## src/rtl/rtsnoc_port_arbiter_if.sv

```systemverilog
// Bus bundle for rtsnoc_port_arbiter.
// It groups three sets of signals:
//   - the TX requester side: req_valid_i, req_flit_i, req_ready_o, gnt_o
//   - the router local port: noc_din_o, noc_wr_o, noc_wait_i, noc_dout_i, noc_nd_i, noc_rd_o
//   - the RX consumer side: rx_flit_o, rx_valid_o, rx_ready_i, rx_count_o
// Modports:
//   - slave: the arbiter.
//   - master: whatever drives the requester, router and consumer sides.
interface rtsnoc_port_arbiter_if #(
  parameter int unsigned N_REQ          = 4,
  parameter int unsigned SOC_SIZE_X     = 1,
  parameter int unsigned SOC_SIZE_Y     = 1,
  parameter int unsigned NOC_DATA_WIDTH = 16,
  parameter int unsigned RX_DEPTH       = 4
);
  localparam int unsigned BUS   = NOC_DATA_WIDTH + 2*SOC_SIZE_X + 2*SOC_SIZE_Y + 6;
  localparam int unsigned GNT_W = (N_REQ > 1) ? $clog2(N_REQ) : 1;
  localparam int unsigned CNT_W = $clog2(RX_DEPTH) + 1;

  logic [N_REQ-1:0]     req_valid_i;
  logic [N_REQ*BUS-1:0] req_flit_i;
  logic [N_REQ-1:0]     req_ready_o;
  logic [GNT_W-1:0]     gnt_o;
  logic [BUS-1:0]       noc_din_o;
  logic                 noc_wr_o;
  logic                 noc_wait_i;
  logic [BUS-1:0]       noc_dout_i;
  logic                 noc_nd_i;
  logic                 noc_rd_o;
  logic [BUS-1:0]       rx_flit_o;
  logic                 rx_valid_o;
  logic                 rx_ready_i;
  logic [CNT_W-1:0]     rx_count_o;

  modport slave (
    input  req_valid_i, req_flit_i, noc_wait_i, noc_dout_i, noc_nd_i, rx_ready_i,
    output req_ready_o, gnt_o, noc_din_o, noc_wr_o, noc_rd_o, rx_flit_o, rx_valid_o, rx_count_o
  );

  modport master (
    output req_valid_i, req_flit_i, noc_wait_i, noc_dout_i, noc_nd_i, rx_ready_i,
    input  req_ready_o, gnt_o, noc_din_o, noc_wr_o, noc_rd_o, rx_flit_o, rx_valid_o, rx_count_o
  );
endinterface

```

## src/rtl/rtsnoc_port_arbiter.sv

```systemverilog
// RTSNoC router local-port sharer.
//
// TX side: N_REQ requesters are round-robin arbitrated onto noc_din_o/noc_wr_o.
//   - One flit is issued per three cycles at most: grant, write strobe, gap.
// RX side: flits are popped from the router via noc_nd_i/noc_rd_o.
//   - They land in a RX_DEPTH-entry FIFO.
//   - The FIFO is drained through a valid/ready consumer port.
//
// Ports:
//   - clk_i, rst_i: clock and synchronous active-high reset.
//   - bus (slave modport of rtsnoc_port_arbiter_if): carries the requester, router and consumer signals.
//
// Optional feature, macro RTSNOC_ARB_ORIG_STAMP_EN:
//   - When defined, the origin fields of each granted flit are overwritten with NOC_X/NOC_Y/NOC_LOCAL_ADR.
//   - When undefined, flits are forwarded unmodified.
module rtsnoc_port_arbiter #(
  parameter int unsigned N_REQ          = 4,
  parameter int unsigned SOC_SIZE_X     = 1,
  parameter int unsigned SOC_SIZE_Y     = 1,
  parameter int unsigned NOC_DATA_WIDTH = 16,
  parameter int unsigned RX_DEPTH       = 4,
  parameter int unsigned NOC_LOCAL_ADR  = 0,
  parameter int unsigned NOC_X          = 0,
  parameter int unsigned NOC_Y          = 0
) (
  input logic                 clk_i,
  input logic                 rst_i,
  rtsnoc_port_arbiter_if.slave bus
);
  localparam int unsigned BUS    = NOC_DATA_WIDTH + 2*SOC_SIZE_X + 2*SOC_SIZE_Y + 6;
  localparam int unsigned GNT_W  = (N_REQ > 1) ? $clog2(N_REQ) : 1;
  localparam int unsigned PTR_W  = $clog2(RX_DEPTH);
  localparam int unsigned CNT_W  = PTR_W + 1;
  localparam int unsigned ORIG_W = SOC_SIZE_X + SOC_SIZE_Y + 3;

`ifdef RTSNOC_ARB_ORIG_STAMP_EN
  localparam bit STAMP_EN = 1'b1;
`else
  localparam bit STAMP_EN = 1'b0;
`endif

  localparam logic [ORIG_W-1:0] ORIG_STAMP =
    {SOC_SIZE_X'(NOC_X), SOC_SIZE_Y'(NOC_Y), 3'(NOC_LOCAL_ADR)};

  // ---------------------------------------------------------------- TX side
  typedef enum logic [1:0] {TX_IDLE = 2'd0, TX_SEND = 2'd1, TX_GAP = 2'd2} tx_state_e;

  tx_state_e        tx_state_q, tx_state_d;
  logic [GNT_W-1:0] gnt_q;
  logic [GNT_W-1:0] win_c;
  logic [BUS-1:0]   din_q;
  logic [BUS-1:0]   sel_flit_c;
  logic             wr_q;
  logic             grant_c;
  logic [N_REQ-1:0] ready_c;
  int unsigned      scan_c;

  // TX state register
  always_ff @(posedge clk_i) begin
    if (rst_i) tx_state_q <= TX_IDLE;
    else       tx_state_q <= tx_state_d;
  end

  // TX next state
  always_comb begin
    tx_state_d = tx_state_q;
    case (tx_state_q)
      TX_IDLE: if (grant_c) tx_state_d = TX_SEND;
      TX_SEND: tx_state_d = TX_GAP;
      TX_GAP:  tx_state_d = TX_IDLE;
      default: tx_state_d = TX_IDLE;
    endcase
  end

  // TX outputs: round-robin winner, selected flit, one-hot ready
  always_comb begin
    win_c      = gnt_q;
    scan_c     = 0;
    sel_flit_c = '0;
    ready_c    = '0;
    // Scan farthest offset first so the nearest valid index after gnt_q wins.
    for (int unsigned i = N_REQ; i >= 1; i--) begin
      scan_c = 32'(gnt_q) + i;
      if (scan_c >= N_REQ) scan_c = scan_c - N_REQ;
      if (bus.req_valid_i[scan_c[GNT_W-1:0]]) win_c = scan_c[GNT_W-1:0];
    end
    grant_c = (tx_state_q == TX_IDLE) && (|bus.req_valid_i) && !bus.noc_wait_i;
    for (int unsigned k = 0; k < N_REQ; k++) begin
      if (win_c == GNT_W'(k)) sel_flit_c = bus.req_flit_i[k*BUS +: BUS];
    end
    if (STAMP_EN) sel_flit_c[BUS-1 -: ORIG_W] = ORIG_STAMP;
    if (grant_c) ready_c[win_c] = 1'b1;
  end

  // TX registered outputs; din holds until the next grant
  always_ff @(posedge clk_i) begin
    if (rst_i) begin
      gnt_q <= GNT_W'(N_REQ - 1);
      din_q <= '0;
      wr_q  <= 1'b0;
    end else begin
      wr_q <= (tx_state_d == TX_SEND);
      if (grant_c) begin
        gnt_q <= win_c;
        din_q <= sel_flit_c;
      end
    end
  end

  // ---------------------------------------------------------------- RX side
  typedef enum logic [1:0] {RX_IDLE = 2'd0, RX_ACK = 2'd1, RX_GAP = 2'd2} rx_state_e;

  rx_state_e        rx_state_q, rx_state_d;
  logic [BUS-1:0]   mem [RX_DEPTH];
  logic [PTR_W-1:0] wr_ptr_q, rd_ptr_q;
  logic [CNT_W-1:0] count_q;
  logic             rd_q;
  logic             push_c;
  logic             pop_c;

  // RX state register
  always_ff @(posedge clk_i) begin
    if (rst_i) rx_state_q <= RX_IDLE;
    else       rx_state_q <= rx_state_d;
  end

  // RX next state
  always_comb begin
    rx_state_d = rx_state_q;
    case (rx_state_q)
      RX_IDLE: if (push_c) rx_state_d = RX_ACK;
      RX_ACK:  rx_state_d = RX_GAP;
      RX_GAP:  rx_state_d = RX_IDLE;
      default: rx_state_d = RX_IDLE;
    endcase
  end

  // RX outputs: push only with room, so the router keeps the flit while full
  always_comb begin
    push_c = (rx_state_q == RX_IDLE) && bus.noc_nd_i && (count_q < CNT_W'(RX_DEPTH));
    pop_c  = (count_q != '0) && bus.rx_ready_i;
  end

  // RX pointers, occupancy and read strobe
  always_ff @(posedge clk_i) begin
    if (rst_i) begin
      wr_ptr_q <= '0;
      rd_ptr_q <= '0;
      count_q  <= '0;
      rd_q     <= 1'b0;
    end else begin
      rd_q <= (rx_state_d == RX_ACK);
      if (push_c) wr_ptr_q <= wr_ptr_q + PTR_W'(1);
      if (pop_c)  rd_ptr_q <= rd_ptr_q + PTR_W'(1);
      count_q <= count_q + CNT_W'(push_c) - CNT_W'(pop_c);
    end
  end

  // FIFO storage; contents are don't-care once pointers reset
  always_ff @(posedge clk_i) begin
    if (push_c) mem[wr_ptr_q] <= bus.noc_dout_i;
  end

  assign bus.req_ready_o = ready_c;
  assign bus.gnt_o       = gnt_q;
  assign bus.noc_din_o   = din_q;
  assign bus.noc_wr_o    = wr_q;
  assign bus.noc_rd_o    = rd_q;
  assign bus.rx_flit_o   = mem[rd_ptr_q];
  assign bus.rx_valid_o  = (count_q != '0);
  assign bus.rx_count_o  = count_q;
endmodule

```

## src/flat_wrapper.sv

```systemverilog
// flat-port wrapper written by rule: the top's interface ports become plain ports
module rtsnoc_port_arbiter_flat 
#(
  parameter int unsigned N_REQ          = 4,
  parameter int unsigned SOC_SIZE_X     = 1,
  parameter int unsigned SOC_SIZE_Y     = 1,
  parameter int unsigned NOC_DATA_WIDTH = 16,
  parameter int unsigned RX_DEPTH       = 4,
  parameter int unsigned NOC_LOCAL_ADR  = 0,
  parameter int unsigned NOC_X          = 0,
  parameter int unsigned NOC_Y          = 0
)
  (clk_i, rst_i, bus_req_valid_i, bus_req_flit_i, bus_noc_wait_i, bus_noc_dout_i, bus_noc_nd_i, bus_rx_ready_i, bus_req_ready_o, bus_gnt_o, bus_noc_din_o, bus_noc_wr_o, bus_noc_rd_o, bus_rx_flit_o, bus_rx_valid_o, bus_rx_count_o);
  rtsnoc_port_arbiter_if #(.N_REQ(N_REQ), .SOC_SIZE_X(SOC_SIZE_X), .SOC_SIZE_Y(SOC_SIZE_Y), .NOC_DATA_WIDTH(NOC_DATA_WIDTH), .RX_DEPTH(RX_DEPTH)) bus_i ();
  input logic clk_i;
  input logic rst_i;
  input wire logic [$bits(bus_i.req_valid_i)-1:0] bus_req_valid_i;
  input wire logic [$bits(bus_i.req_flit_i)-1:0] bus_req_flit_i;
  input wire logic [$bits(bus_i.noc_wait_i)-1:0] bus_noc_wait_i;
  input wire logic [$bits(bus_i.noc_dout_i)-1:0] bus_noc_dout_i;
  input wire logic [$bits(bus_i.noc_nd_i)-1:0] bus_noc_nd_i;
  input wire logic [$bits(bus_i.rx_ready_i)-1:0] bus_rx_ready_i;
  output wire logic [$bits(bus_i.req_ready_o)-1:0] bus_req_ready_o;
  output wire logic [$bits(bus_i.gnt_o)-1:0] bus_gnt_o;
  output wire logic [$bits(bus_i.noc_din_o)-1:0] bus_noc_din_o;
  output wire logic [$bits(bus_i.noc_wr_o)-1:0] bus_noc_wr_o;
  output wire logic [$bits(bus_i.noc_rd_o)-1:0] bus_noc_rd_o;
  output wire logic [$bits(bus_i.rx_flit_o)-1:0] bus_rx_flit_o;
  output wire logic [$bits(bus_i.rx_valid_o)-1:0] bus_rx_valid_o;
  output wire logic [$bits(bus_i.rx_count_o)-1:0] bus_rx_count_o;
  assign bus_i.req_valid_i = bus_req_valid_i;
  assign bus_i.req_flit_i = bus_req_flit_i;
  assign bus_i.noc_wait_i = bus_noc_wait_i;
  assign bus_i.noc_dout_i = bus_noc_dout_i;
  assign bus_i.noc_nd_i = bus_noc_nd_i;
  assign bus_i.rx_ready_i = bus_rx_ready_i;
  assign bus_req_ready_o = bus_i.req_ready_o;
  assign bus_gnt_o = bus_i.gnt_o;
  assign bus_noc_din_o = bus_i.noc_din_o;
  assign bus_noc_wr_o = bus_i.noc_wr_o;
  assign bus_noc_rd_o = bus_i.noc_rd_o;
  assign bus_rx_flit_o = bus_i.rx_flit_o;
  assign bus_rx_valid_o = bus_i.rx_valid_o;
  assign bus_rx_count_o = bus_i.rx_count_o;
  rtsnoc_port_arbiter #(.N_REQ(N_REQ), .SOC_SIZE_X(SOC_SIZE_X), .SOC_SIZE_Y(SOC_SIZE_Y), .NOC_DATA_WIDTH(NOC_DATA_WIDTH), .RX_DEPTH(RX_DEPTH), .NOC_LOCAL_ADR(NOC_LOCAL_ADR), .NOC_X(NOC_X), .NOC_Y(NOC_Y)) u_core (.clk_i(clk_i), .rst_i(rst_i), .bus(bus_i));
endmodule
```

## config.mk

```make
export PLATFORM = sky130hd
export DESIGN_NAME = rtsnoc_port_arbiter_flat
export DESIGN_NICKNAME = d
export VERILOG_FILES = /design/src/rtl/rtsnoc_port_arbiter_if.sv /design/src/rtl/rtsnoc_port_arbiter.sv /design/src/flat_wrapper.sv
export SDC_FILE = /design/constraint.sdc
export NUM_CORES = 1
export LEC_CHECK = 0
export BUFFER_PORTS_ARGS = -buffer_cell sky130_fd_sc_hd__buf_2
export CAP_MARGIN = 20
export CORE_MARGIN = 2
export CORE_UTILIZATION = 55
export DETAILED_ROUTE_END_ITERATION = 7
export GPL_TIMING_DRIVEN = 0
export PLACE_DENSITY = 0.95
export SETUP_SLACK_MARGIN = 0.5
export SLEW_MARGIN = 20
export SYNTH_ARGS = -nofsm -noshare
export SYNTH_HDL_FRONTEND = slang
export SYNTH_SLANG_ARGS = --single-unit
```

## constraint.sdc

```tcl
create_clock -name clk_i -period 4.85 [get_ports clk_i]
set_input_delay 0.2425 -clock clk_i [delete_from_list [all_inputs] [get_ports clk_i]]
set_output_delay 0.2425 -clock clk_i [all_outputs]
set_load 0.01 [all_outputs]
```

==> metrics.md <==
| Metric | Value |
|---|---|
| Outcome | `complete, no violations` |
| Remaining DRCs | `0` |
| Final setup fails | `0` |
| CP Class | `reg2out` |
| Largest net degree at the start of global routing | `27` |
| Placed Area | `between 0.007 and 0.008 mm2` |
| Peak VDD IR | `0.313 mV` |
| Async S/R FF share, synth | `0%` |
| Hold path start | `bus_noc_dout_i[6]` |
| Placed Instances | `roughly 750` |
| First-pass GRT wire length | `23400 um` |
| Fmax | `391 MHz` |
| R2R depth | `9` |
| Crit path time final | `2560 ps` |
| GR Overflow Total | `0` |
| DR vias | `~4600` |
| Hold path depth | `1` |
| Synth area leader | `edfxtp_1` |
| Port Buf Inserts | `200` |
| Crit path DAT | `2310 ps` |
| CTS Buffer Depth | `2` |
| Net Switching | `1.04 mW` |
| Clk_skew | `about 12 ps` |
| Final ANT Viol Nets | `0` |
| R2r startpoint | `u_core.bus.rx_count_o[2]` |
| Yosys top cell area share | `50.2%` |
| Gate Count Post-Synth | `between 400 and 500` |
| TritonRoute pass-1 iters | `8` |
| Final nets | `779` |
| Yosys warnings | `0` |
| DR WL/cell | `~20 um` |
| Pint | `~2.7 mW` |
| H-tree depth | `4` |
| Area growth from synthesis to layout | `28.5%` |
| CTS tree | `done` |
| Total track usage | `a little over a quarter` |
| Register area share after synthesis | `approximately 64%` |
| Root buf cell | `clkbuf_16` |
| Vias per cell | `between 5 and 6` |
| Flop pwr share | `between 40% and 50%` |
| Post-synth top cells | `edfxtp_1, dfxtp_1, nor2_1` |
| Logic pwr share | `between 20% and 30%` |
| Clock slew at reported path FFs | `about 60 ps` |
| FF-to-FF End | `u_core.bus.rx_count_o[2]` |
| Distinct cell type count of the synthesized netlist | `45` |
| Ranking of synthesized cells by area | `edfxtp_1, dfxtp_1, mux4_2` |
| CTS Buf Count | `17` |
| Post-route cell area | `around 0.008 mm2` |
| GP Congestion | `0.896` |
| Power per cell area | `~470 mW/mm2` |
| Std cell rows | `38` |
| WP data required | `roughly 4600 ps` |
| Post-route insts no fill | `786` |
| Number of enable flip-flop cells after synthesis | `between 100 and 150` |
| Yosys reg bits | `147` |
| Placeable Area | `around 0.011 mm2` |
| Crit path capture type | `output pin` |
| Hpwl dp | `between 10000 and 15000 um` |
| Slew @ Worst Pin | `865 ps` |
| RSZ-0062 raised after global routing | `no` |
| Register-to-register setup slack | `approximately 2500 ps` |
| Period utilisation layout | `52.7%` |
| Postcts setup bufs | `0` |
| Die X | `110 um` |
| Critical Path Source Type | `register` |
| Initial core utilization | `56.9%` |
| Setup tns final | `0 ps` |
| Vias in the first global route | `4582` |
| Post-CTS sizing | `0` |
| Fin. max-slew vios | `0` |
| Clock group share of total power | `roughly 34%` |
| Antenna violations before repair | `1` |
| IO Pins | `slightly above 200` |
| CTS Sinks | `147` |
| Share of cells above drive strength 1 | `45.6%` |
| Min-delay worst type | `in2reg` |
| Syn Nets | `between 500 and 600` |
| Final hold vios | `0` |
| Die footprint | `0.0122 mm2` |
| Routed WL | `15700 um` |
| Most used DFF post-synth | `edfxtp_1` |
| Mean area per synthesized cell | `between 15 and 20 um2` |
| Slew HR | `a little over two fifths` |
| Chip height | `110 um` |
| Leakage power | `3.18 nW` |
| Clk_lat worst skew | `just over 400 ps` |
| Detailed Route Iter0 Violations | `between 200 and 300` |
| Post-Syn Area | `0.00622 mm2` |
| Hold EP | `u_core.mem[0][6]` |
| Sw Ratio | `roughly 28%` |
| Max FO, Critical Path | `10` |
| Overall Power | `approximately 3.8 mW` |
| CTS Hold Bufs | `0` |
| Max-cap violations | `0` |
| Most common cell in the netlist | `edfxtp_1` |
power by group through the flow:
stage / logic (mW) / clock network [mW] / registers, mW
after floorplan: 0.605 / 0 / 1.57
after global placement: 0.923 / 0 / 1.55
after detailed placement: 0.955 / 0 / 1.56
after CTS: 0.961 / 1.32 / 1.54
after global routing: 1.04 / 1.37 / 1.55
final: 0.951 / 1.30 / 1.54
registers in the layout, indices dropped and copies added, names as in the netlist, named ones only:
| register | count |
|---|---|
| u_core.rd_ptr_q | 2 |
| u_core.rx_state_q | 2 |
| u_core.bus.rx_count_o | 3 |
| u_core.bus.gnt_o | 2 |
| u_core.mem | 104 |
| u_core.bus.noc_din_o | 26 |
| u_core.bus.noc_rd_o | 1 |
| u_core.tx_state_q | 2 |
| u_core.wr_ptr_q | 2 |
| u_core.bus.noc_wr_o | 1 |
kinds of logic after synthesis:
logic type,share of synthesized area [%]
AO/OA/AOI/OAI,11.1
XOR/XNOR,0.704
adder cells (fa/ha/maj),1.53
buffers and inverters,3.12
flip-flops,64.1
multiplexers,13.3
AND/OR/NAND/NOR,6.20
worst max path at each step:
stage / endpoint / start
after global placement: u_core.mem[1][6] / u_core.rx_state_q[0]
after detailed placement: u_core.bus.rx_count_o[2] / u_core.bus.rx_count_o[2]
after global routing: bus_rx_flit_o[21] / register
after CTS: bus_rx_flit_o[21] / register
after floorplan: u_core.bus.rx_count_o[2] / u_core.bus.rx_count_o[2]
final: bus_rx_flit_o[21] / register
layer usage:
| metal | track usage, % | vias up | share of wire (%) |
|---|---|---|---|
| li1 | - | 2076 | - |
| met4 | 10.0 | 0 | 2.9 |
| met1 | 31.1 | 2206 | 37 |
| met3 | 7.82 | 35 | 8.2 |
| met2 | 45.0 | 240 | 52 |
| met5 | 0 | - | 0 |
layout by cell type (no fill, tap or decap), types with 3 or more instances in the layout:
cell,n
ha_1,6
bufinv_16,3
inv_1,9
buf_2,210
edfxtp_1,104
nor2b_1,5
a211oi_1,23
xnor2_1,4
a222oi_1,16
clkinv_4,3
buf_6,3
a21oi_1,17
a21boi_0,4
nand2_1,13
and2_2,4
clkbuf_16,17
mux4_2,26
clkbuf_1,15
nor2_1,42
nor3b_1,3
dfxtp_1,43
mux2_4,13
and2_1,4
o221ai_1,4
mux2_2,3
o21ai_0,7
a211o_1,4
o2bb2ai_1,4
o21ai_1,5
worst max-delay path, stage by stage, from the launching register on:
cell and delay [ps]:
dfxtp_1 310, clkbuf_1 430, buf_2 440, mux4_2 580
buf_2 160
final cells by class:
type,instances,area (um2)
Inverter,9,33.8
Fill cell,726,2950
Tap cell,140,175
Clock inverter,13,160
Buffer,29,160
Sequential cell,147,3980
Clock buffer,18,429
Multi-Input combinational cell,229,2040
Timing Repair Buffer,200,1000
Antenna cell,1,2.50
through the flow:
stage          hold WS [ps]  setup slack [ps]  utilization [%]
2_1_floorplan           341              2540                -
3_3_place_gp            428              2340             67.6
3_5_place_dp            435              2490             67.7
4_1_cts                29.7              2190             73.0
5_1_grt                33.3              2100             73.1
6_report               46.0              2290             73.1
No activity file was read; power rests on OpenSTA's default activity.
